===== config.mk =====
export PLATFORM = sky130hd
export DESIGN_NAME = serial_add_sub
export DESIGN_NICKNAME = d
export VERILOG_FILES = /design/src/rtl/add_sub_pkg.sv /design/src/rtl/add_sub_digit.sv /design/src/rtl/full_adder.sv /design/src/rtl/serial_add_sub.sv
export SDC_FILE = /design/constraint.sdc
export NUM_CORES = 1
export LEC_CHECK = 0
export ABC_CLOCK_PERIOD_IN_PS = 3530
export CAP_MARGIN = 0
export CORE_UTILIZATION = 50
export DETAILED_ROUTE_END_ITERATION = 10
export GPL_TIMING_DRIVEN = 0
export MAX_ROUTING_LAYER = met4
export PLACE_DENSITY = 0.79
export SLEW_MARGIN = 20
export SYNTH_ARGS = -nofsm -noshare
export SYNTH_HDL_FRONTEND = slang
export SYNTH_SLANG_ARGS = --single-unit

===== constraint.sdc =====
create_clock -name clk -period 3.53 [get_ports clk]
set_input_delay 0.706 -clock clk [delete_from_list [all_inputs] [get_ports clk]]
set_output_delay 0.706 -clock clk [all_outputs]
set_load 0.02 [all_outputs]

===== src/rtl/add_sub_pkg.sv =====
// Shared definitions for the digit-serial adder/subtractor: mode codes,
// FSM state encoding and the parameter legality check.
package add_sub_pkg;

  localparam logic ADD_OP = 1'b0;
  localparam logic SUB_OP = 1'b1;

  typedef enum logic [1:0] {
    S_IDLE = 2'd0,
    S_RUN  = 2'd1,
    S_DONE = 2'd2
  } state_e;

  // True when WIDTH splits into a whole number of DIGIT-bit slices.
  function automatic bit width_ok(input int width, input int digit);
    return (digit >= 1) && (digit <= width) && ((width % digit) == 0);
  endfunction

endpackage


===== src/rtl/add_sub_digit.sv =====
// DIGIT-bit ripple slice; also exposes the carry into its MSB so the caller
// can derive signed overflow on the final digit.
module add_sub_digit #(
  parameter int DIGIT = 4
) (
  input  logic [DIGIT-1:0] x,
  input  logic [DIGIT-1:0] y,
  input  logic             cin,
  output logic [DIGIT-1:0] sum,
  output logic             cout,
  output logic             c_msb_in
);

  logic [DIGIT:0] c;

  assign c[0] = cin;

  for (genvar i = 0; i < DIGIT; i++) begin : g_bit
    full_adder u_fa (
      .x    (x[i]),
      .y    (y[i]),
      .cin  (c[i]),
      .sum  (sum[i]),
      .cout (c[i+1])
    );
  end

  assign cout     = c[DIGIT];
  assign c_msb_in = c[DIGIT-1];

endmodule


===== src/rtl/full_adder.sv =====
// One-bit full adder cell used to build the ripple digit slice.
module full_adder (
  input  logic x,
  input  logic y,
  input  logic cin,
  output logic sum,
  output logic cout
);

  assign sum  = x ^ y ^ cin;
  assign cout = (x & y) | (cin & (x ^ y));

endmodule


===== src/rtl/serial_add_sub.sv =====
// Digit-serial two's-complement adder/subtractor with valid/ready handshakes.
// Define SERIAL_ADD_SUB_SATURATE_EN to clamp overflowing results to signed max/min.
module serial_add_sub
  import add_sub_pkg::*;
#(
  parameter int WIDTH = 16,
  parameter int DIGIT = 4
) (
  input  logic             clk,
  input  logic             rst,
  input  logic             in_valid,
  output logic             in_ready,
  input  logic [WIDTH-1:0] a,
  input  logic [WIDTH-1:0] b,
  input  logic             m,
  output logic             out_valid,
  input  logic             out_ready,
  output logic [WIDTH-1:0] result,
  output logic             c_out,
  output logic             v,
  output logic             z,
  output logic             n
);

  localparam int            N        = WIDTH / DIGIT;
  localparam int            CW       = (N > 1) ? $clog2(N) : 1;
  localparam logic [CW-1:0] LAST     = CW'(N - 1);
  localparam bit            WIDTH_OK = width_ok(WIDTH, DIGIT);

`ifdef SERIAL_ADD_SUB_SATURATE_EN
  localparam logic [WIDTH-1:0] SMIN = WIDTH'(1) << (WIDTH - 1);
  localparam logic [WIDTH-1:0] SMAX = ~SMIN;
`endif

  always_comb assert (WIDTH_OK);

  state_e           state_q, state_d;
  logic [WIDTH-1:0] a_q, a_d;
  logic [WIDTH-1:0] b_q, b_d;
  logic [WIDTH-1:0] result_q, result_d;
  logic [WIDTH-1:0] res_merge;
  logic [CW-1:0]    cnt_q, cnt_d;
  logic             carry_q, carry_d;
  logic             c_out_q, c_out_d;
  logic             v_q, v_d;
  logic             z_q, z_d;
  logic             n_q, n_d;

  logic [DIGIT-1:0] dig_x, dig_y, dig_sum;
  logic             dig_cout, dig_c_msb;

  // b_q already holds B or ~B, so the slice only ever adds.
  assign dig_x = a_q[int'(cnt_q) * DIGIT +: DIGIT];
  assign dig_y = b_q[int'(cnt_q) * DIGIT +: DIGIT];

  add_sub_digit #(
    .DIGIT (DIGIT)
  ) u_digit (
    .x        (dig_x),
    .y        (dig_y),
    .cin      (carry_q),
    .sum      (dig_sum),
    .cout     (dig_cout),
    .c_msb_in (dig_c_msb)
  );

  // NOTE: every variable gets its hold value before the case, so no path leaves one unassigned and no latch is inferred.
  always_comb begin
    state_d   = state_q;
    a_d       = a_q;
    b_d       = b_q;
    carry_d   = carry_q;
    cnt_d     = cnt_q;
    result_d  = result_q;
    c_out_d   = c_out_q;
    v_d       = v_q;
    z_d       = z_q;
    n_d       = n_q;
    res_merge = result_q;
    res_merge[int'(cnt_q) * DIGIT +: DIGIT] = dig_sum;

    unique case (state_q)
      S_IDLE: begin
        if (in_valid) begin
          a_d     = a;
          b_d     = (m == ADD_OP) ? b : ~b;
          carry_d = (m == SUB_OP);
          cnt_d   = '0;
          state_d = S_RUN;
        end
      end

      S_RUN: begin
        result_d = res_merge;
        carry_d  = dig_cout;
        cnt_d    = cnt_q + 1'b1;
        if (cnt_q == LAST) begin
          c_out_d = dig_cout;
          v_d     = dig_cout ^ dig_c_msb;
`ifdef SERIAL_ADD_SUB_SATURATE_EN
          if (v_d) result_d = a_q[WIDTH-1] ? SMIN : SMAX;
`endif
          z_d     = (result_d == '0);
          n_d     = result_d[WIDTH-1];
          cnt_d   = '0;
          state_d = S_DONE;
        end
      end

      S_DONE: begin
        if (out_ready) state_d = S_IDLE;
      end

      default: state_d = S_IDLE;
    endcase
  end

  // NOTE: non-blocking assignments make every flop sample pre-edge values regardless of statement order.
  always_ff @(posedge clk) begin
    if (rst) begin
      state_q  <= S_IDLE;
      carry_q  <= 1'b0;
      cnt_q    <= '0;
      result_q <= '0;
      c_out_q  <= 1'b0;
      v_q      <= 1'b0;
      z_q      <= 1'b0;
      n_q      <= 1'b0;
    end else begin
      state_q  <= state_d;
      carry_q  <= carry_d;
      cnt_q    <= cnt_d;
      result_q <= result_d;
      c_out_q  <= c_out_d;
      v_q      <= v_d;
      z_q      <= z_d;
      n_q      <= n_d;
    end
  end

  // NOTE: operand registers are always loaded at accept before being read, so they carry no reset.
  always_ff @(posedge clk) begin
    a_q <= a_d;
    b_q <= b_d;
  end

  assign in_ready  = (state_q == S_IDLE);
  assign out_valid = (state_q == S_DONE);
  assign result    = result_q;
  assign c_out     = c_out_q;
  assign v         = v_q;
  assign z         = z_q;
  assign n         = n_q;

endmodule


Yosys cells after proc, flatten, opt, wreduce, memory -nomap -nowiden

Index checks and enable logic that the tools add are counted.

Shift-type cells: 4
$add $sub $neg: 2
Mux-type cells: 11
Bitwise gates (word level): 22
Reduce and logical (&&, ||, !) cells: 7
Equal/unequal tests: 6

Operators with widths:

| operator                | number |
|---|---|
| $neg 4->33              | 1 |
| $shift 4x33->16 const A | 1 |
| $shiftx 4x33->16        | 1 |
| $shiftx 16x5->4         | 2 |
| $bwmux 16               | 1 |
| $logic_not 16->1        | 1 |
| $mux 16                 | 1 |
| $not 16->16             | 1 |
| $mux 2                  | 5 |
| $xor 1x1->1             | 9 |
| $and 1x1->1             | 8 |
| $pmux 2 s3              | 1 |
| $reduce_and 2->1        | 3 |
| $eq 2x2->1 const B      | 2 |
| $ne 2x2->1 const B      | 2 |
| $or 1x1->1              | 4 |
| $pmux 2 s2              | 1 |
| $reduce_and 3->1        | 1 |
| $add 2x1->2 const B     | 1 |
| $eq 2x1->1 const B      | 1 |
| $logic_not 2->1         | 1 |
| $ne 2x1->1 const B      | 1 |
| $pmux 1 s2              | 1 |
| $reduce_bool 2->1       | 1 |
| $mux 1                  | 1 |

Output and inout bits: 22
Flip-flop bits (word level): 57
Logic and storage cells: 62

Depth between registers and ports, before layout

Depth in word-level cells: 12
Depth in mapped cells: 14
Mapped depth without buffers: 12

Modules after synthesis

From an unflattened synthesis, not the netlist that was laid out.

Cell total of the unflattened synthesis: 197
Area total of the unflattened synthesis: 2567.5 sq um

Modules (own cells, without submodules):

| module         | area an instance (sq um) | times used | cells each |
|---|---|---|---|
| serial_add_sub | 2487.4                   | 1          | 193 |
| full_adder     | 20.0                     | 4          | 1 |

Worst setup path before layout

Ideal clock, no wire load.

Path type: register to register
Start: reg cnt_q[0]
End: reg z_q (netlist: z)
Data arrival time: 3048 ps
Library setup time: 84 ps
Stages on the path, launching flop included: 15
Required time: 3446 ps
Slack: 397 ps
Path through: dfxtp_1 buf_2 buf_4 mux4_2 inv_1 fa_1 inv_1 fa_1 inv_1 fa_1 fa_1 nand3_1 o31ai_1 o21ai_0 o31ai_2

Longest elaborated chain between the ends: 12
Elaborated cells between the ends (all ways): 26
Those cells by class: add/sub (1); eq/ne (1); shift (4); mux (1); bitwise (17); reduce/logical (2)

Ends and longest elaborated chain:

| element                            | RTL line                                   | RTL |
|---|---|---|
| start, declared                    | serial_add_sub.sv:42                       | `logic [CW-1:0] cnt_q, cnt_d;` |
| start signal, assigned             | serial_add_sub.sv:132                      | `cnt_q <= cnt_d;` |
| $shiftx 16x5->4 (on tied branches) | serial_add_sub.sv:53, serial_add_sub.sv:54 |  |
| $xor 1x1->1                        | full_adder.sv:10, full_adder.sv:11         |  |
| $and 1x1->1                        | full_adder.sv:11                           | `assign cout = (x & y) \| (cin & (x ^ y));` |
| $or 1x1->1                         | full_adder.sv:11                           |  |
| $and 1x1->1                        | full_adder.sv:11                           |  |
| $or 1x1->1                         | full_adder.sv:11                           |  |
| $and 1x1->1                        | full_adder.sv:11                           |  |
| $or 1x1->1                         | full_adder.sv:11                           |  |
| $xor 1x1->1                        | full_adder.sv:10                           | `assign sum = x ^ y ^ cin;` |
| $shiftx 4x33->16                   | serial_add_sub.sv:80                       | `res_merge[int'(cnt_q) * DIGIT +: DIGIT] = dig_sum;` |
| $bwmux 16                          | serial_add_sub.sv:80                       |  |
| $logic_not 16->1                   | serial_add_sub.sv:103                      | `z_d = (result_d == '0);` |
| end signal, assigned               | serial_add_sub.sv:136                      | `z_q <= z_d;` |
| end, declared                      | serial_add_sub.sv:46                       | `logic z_q, z_d;` |

Several ways; a longest one is shown, not always the timed one.
A chain may end at the register's enable or synchronous reset.

Worst setup path after layout

Ends and elaborated chain as after synthesis.

==> results.sh <==
export IMPL_multi_input_area_sq_mm=0.00108
export IMPL_grt_met1_usage_pct=26.9
export IMPL_drtAntennaViolNets=0
export IMPL_worstPathMaxFanout=10
export IMPL_drt_iter0_drc=178
export IMPL_synth_xor_area_share_pct=5.63
export IMPL_dieHeight_um=74.7
export IMPL_port_buffers=56
export IMPL_root_buffer="clkbuf_8"
export IMPL_grt_use_met3_pct=7.10
export IMPL_fin_ws_ps=187
export IMPL_finalSetupViolCount=0
export IMPL_synth_fp_nets=260
export IMPL_clkTransAtPathRegs_ps=60
export IMPL_netlist_area_sq_mm=0.00264
export IMPL_power_density_mw_per_mm2=449
export IMPL_die_area_sq_mm=0.00558
export IMPL_final_nets=328
export IMPL_tightest_slew_ps=634
export IMPL_p_int_mw=1.14
export IMPL_finalHoldViolCount=0
export IMPL_cts_buffers=9
export IMPL_clockPowerShare_pct=31.4
export IMPL_p_switching_uw=420
export IMPL_synth_enable_flop_cells=32
export IMPL_path_class="flip-flop to flip-flop"
export IMPL_rsz0062_at_grt="no"
export IMPL_worst_ir_drop_vdd_mv=0.274
export IMPL_synthFlopType="edfxtp_1"
export IMPL_synth_largest_area_cell="edfxtp_1"
export IMPL_ys_warn_count=0
export IMPL_grt_pass1_wl_um=8740
export IMPL_cp_end_kind="flip-flop"
export IMPL_grt_pass1_vias=1872
export IMPL_final_core_util_pct=67.9
export IMPL_ys_ff_latch=57
export IMPL_synth_cells=213
export IMPL_drc=0
export IMPL_synth_distinct_cells=42
export IMPL_antenna_found_initial=0
export IMPL_path_delay_family="adder cells"
export IMPL_fin_crit_ps=3340
export IMPL_ff_latch_area_sq_mm=0.00146
export IMPL_gp_congestion=0.928
export IMPL_fin_skew_ps=7.25
export IMPL_path_cells="buf_4 > buf_6 > mux4_2 > inv_1 > fa_1 > inv_2 > fa_1 > inv_1 > fa_2 > fa_2 > nand4b_1 > nand4b_1 > o211ai_1 > o31ai_2"
export IMPL_place_ws_ps=-13.4
export IMPL_initial_core_util_pct=51.7
export IMPL_synth_most_common_cell="edfxtp_1"
export IMPL_firstDrtPassIters=4
export IMPL_sequentialPowerShare_pct=48.9
export IMPL_hold_buffers=0
export IMPL_grt_max_degree=33
export IMPL_fp_dieW_um=74.7
export IMPL_row_count=26
export IMPL_ios=59
export IMPL_synthSimpleGateAreaFrac_pct=11.8
export IMPL_synth_top_area_share_pct=36.4
export IMPL_setup_tns_ps=0
export IMPL_cp_slowest_cell="fa_2"
export IMPL_vias=1919
export IMPL_crit_arrival_ps=3610
export IMPL_hold_ws_ps=482
export IMPL_p_comb_share_pct=19.7
export IMPL_dpl_cell_area_sq_mm=0.00329
export IMPL_nFillCells=376
export IMPL_crit_buf_inv=5
export IMPL_grt_overflow=0
export IMPL_clk_latency_ps=340
export IMPL_synthAdderAreaFrac_pct=5.87
export IMPL_yosys_top_cells_count="edfxtp_1, nor2_1, dfxtp_1"
export IMPL_switching_share_pct=27.0
export IMPL_use_met2_pct=35.2
export IMPL_synth_async_reset_ratio_pct=0
export IMPL_core_area_sq_mm=0.00511
export IMPL_fin_area_sq_mm=0.00347
export IMPL_wl_um=5290
export IMPL_worstPathRequired_ps=3790
export IMPL_cts_sinks=57
export IMPL_ys_seq_area_share_pct=55.3
export IMPL_start_kind="flip-flop"
export IMPL_maxCapViolCount=0
export IMPL_synth_area_leaders="edfxtp_1, dfxtp_1, mux4_2, xor2_1, nor2_1"
export IMPL_busiest_layer="met2"
export IMPL_status="completed"
export IMPL_dp_final_hpwl_um=3800
export IMPL_cts_htree_levels=3
export IMPL_grtUsageTotal_pct=22.8
export IMPL_power_leakage_nw=1.27
export IMPL_cts_buffer_depth=2
export IMPL_avgSynthCellArea_sq_um=12.4
export IMPL_maxSlewViolCount=0
export IMPL_post_drt_via_cell_ratio=5.39
export IMPL_max_stage_delay_ps=630
export IMPL_muxShareOfSynthArea_pct=7.24
export IMPL_drive_gt1_share_pct=14.3
export IMPL_synth_top_family_by_area="simple AND/OR/NAND/NOR gates"
export IMPL_hold_path_class="flip-flop to flip-flop"
export IMPL_fin_crit_sh_pct=94.7
export IMPL_wl_per_cell_um=14.9
export IMPL_diodes=0
export IMPL_synth_compound_area_share_pct=10.1
export IMPL_slew_headroom_pct=57.6
export IMPL_timing_fmax_mhz=299
export IMPL_cts_tree="done"
export IMPL_area_delta_synth_final_pct=31.2
## cell type report
cell class / count / area share [%]
Timing Repair Buffer: 57 / 16.4
Tap cell: 70 / 2.53
Multi-Input combinational cell: 130 / 31.1
Clock inverter: 5 / 0.650
Inverter: 16 / 1.73
Sequential cell: 57 / 42.2
Clock buffer: 11 / 3.79
Buffer: 10 / 1.59
## state kept, by name, indices dropped and copies added (netlist names)
signal   flops
v            1
state_q      2
b_q         16
c_out        1
result      16
carry_q      1
cnt_q        2
n            1
a_q         16
z            1
## through the flow
step / total power, mW / cells
floorplan: 0.959 / 213
global placement: 1.06 / 339
finish: 1.56 / 356
detailed placement: 1.07 / 339
global route: 1.63 / 356
CTS: 1.55 / 355
## layer usage
| layer | vias up | routed length, um |
|---|---|---|
| met2 | 92 | 2500 |
| met1 | 900 | 2170 |
| met3 | 18 | 465 |
| met5 | - | 0 |
| met4 | 0 | 157 |
| li1 | 909 | - |
## path summary, 6_finish.rpt
kind                            slack (ps)                       to  cells after the start               startpoint
worst min-delay path                   480  result[12]$_SDFFE_PP0P_                      2  result[12]$_SDFFE_PP0P_
worst max register to register         190           z$_SDFFE_PP0P_                     14    cnt_q[0]$_SDFFE_PP0P_
worst min register to register         480  result[12]$_SDFFE_PP0P_                      2  result[12]$_SDFFE_PP0P_
worst max-delay path                   190           z$_SDFFE_PP0P_                     14    cnt_q[0]$_SDFFE_PP0P_
## what timing repair did
item / in CTS / in global routing
pin swaps: 0 / 2
setup endpoints to repair: 1 / 9
setup buffers: 0 / 1
gates resized for setup: 1 / 8
## layout by cell type, fill, tap and decap left out, types with 2 or more instances in the layout
| cell | instances |
|---|---|
| nor2_1 | 27 |
| clkdlybuf4s50_1 | 56 |
| clkinv_1 | 2 |
| a21oi_1 | 7 |
| a22oi_1 | 10 |
| nor4_1 | 3 |
| clkinv_2 | 3 |
| clkbuf_8 | 9 |
| xor2_1 | 16 |
| nand2b_1 | 3 |
| a211oi_1 | 5 |
| ha_1 | 6 |
| fa_1 | 2 |
| inv_1 | 13 |
| nor3_1 | 3 |
| edfxtp_1 | 32 |
| nor2b_1 | 2 |
| a32oi_1 | 3 |
| inv_2 | 3 |
| fa_2 | 2 |
| nand4b_1 | 2 |
| nand3_1 | 3 |
| dfxtp_1 | 24 |
| clkbuf_1 | 5 |
| mux4_2 | 8 |
| buf_4 | 2 |
| buf_2 | 4 |
| nand2_1 | 8 |
## cells by family after synthesis
kind of cell               after synthesis
DFF                                     57
adders and majority gates               10
buffers and inverters                   26
AOI/OAI and AO/OA                       36
muxes                                    9
xor gates and xnor gates                17
and+or+nand+nor                         58
## power by group through the flow
stage	Combinational [mW]	Sequential, mW	Clock, mW
2_1_floorplan	0.182	0.777	0
3_3_place_gp	0.289	0.773	0
3_5_place_dp	0.293	0.776	0
4_1_cts	0.293	0.762	0.494
5_1_grt	0.336	0.765	0.526
6_report	0.307	0.761	0.490
## worst reg2reg max path, stage by stage, from the launching register on
cell,delay [ps]
dfxtp_2,340
buf_4,170
buf_6,160
mux4_2,340
inv_1,50
fa_1,390
inv_2,70
fa_1,160
inv_1,60
fa_2,380
fa_2,630
nand4b_1,110
nand4b_1,110
o211ai_1,110
o31ai_2,180
Power figures use the tool's default switching activity.
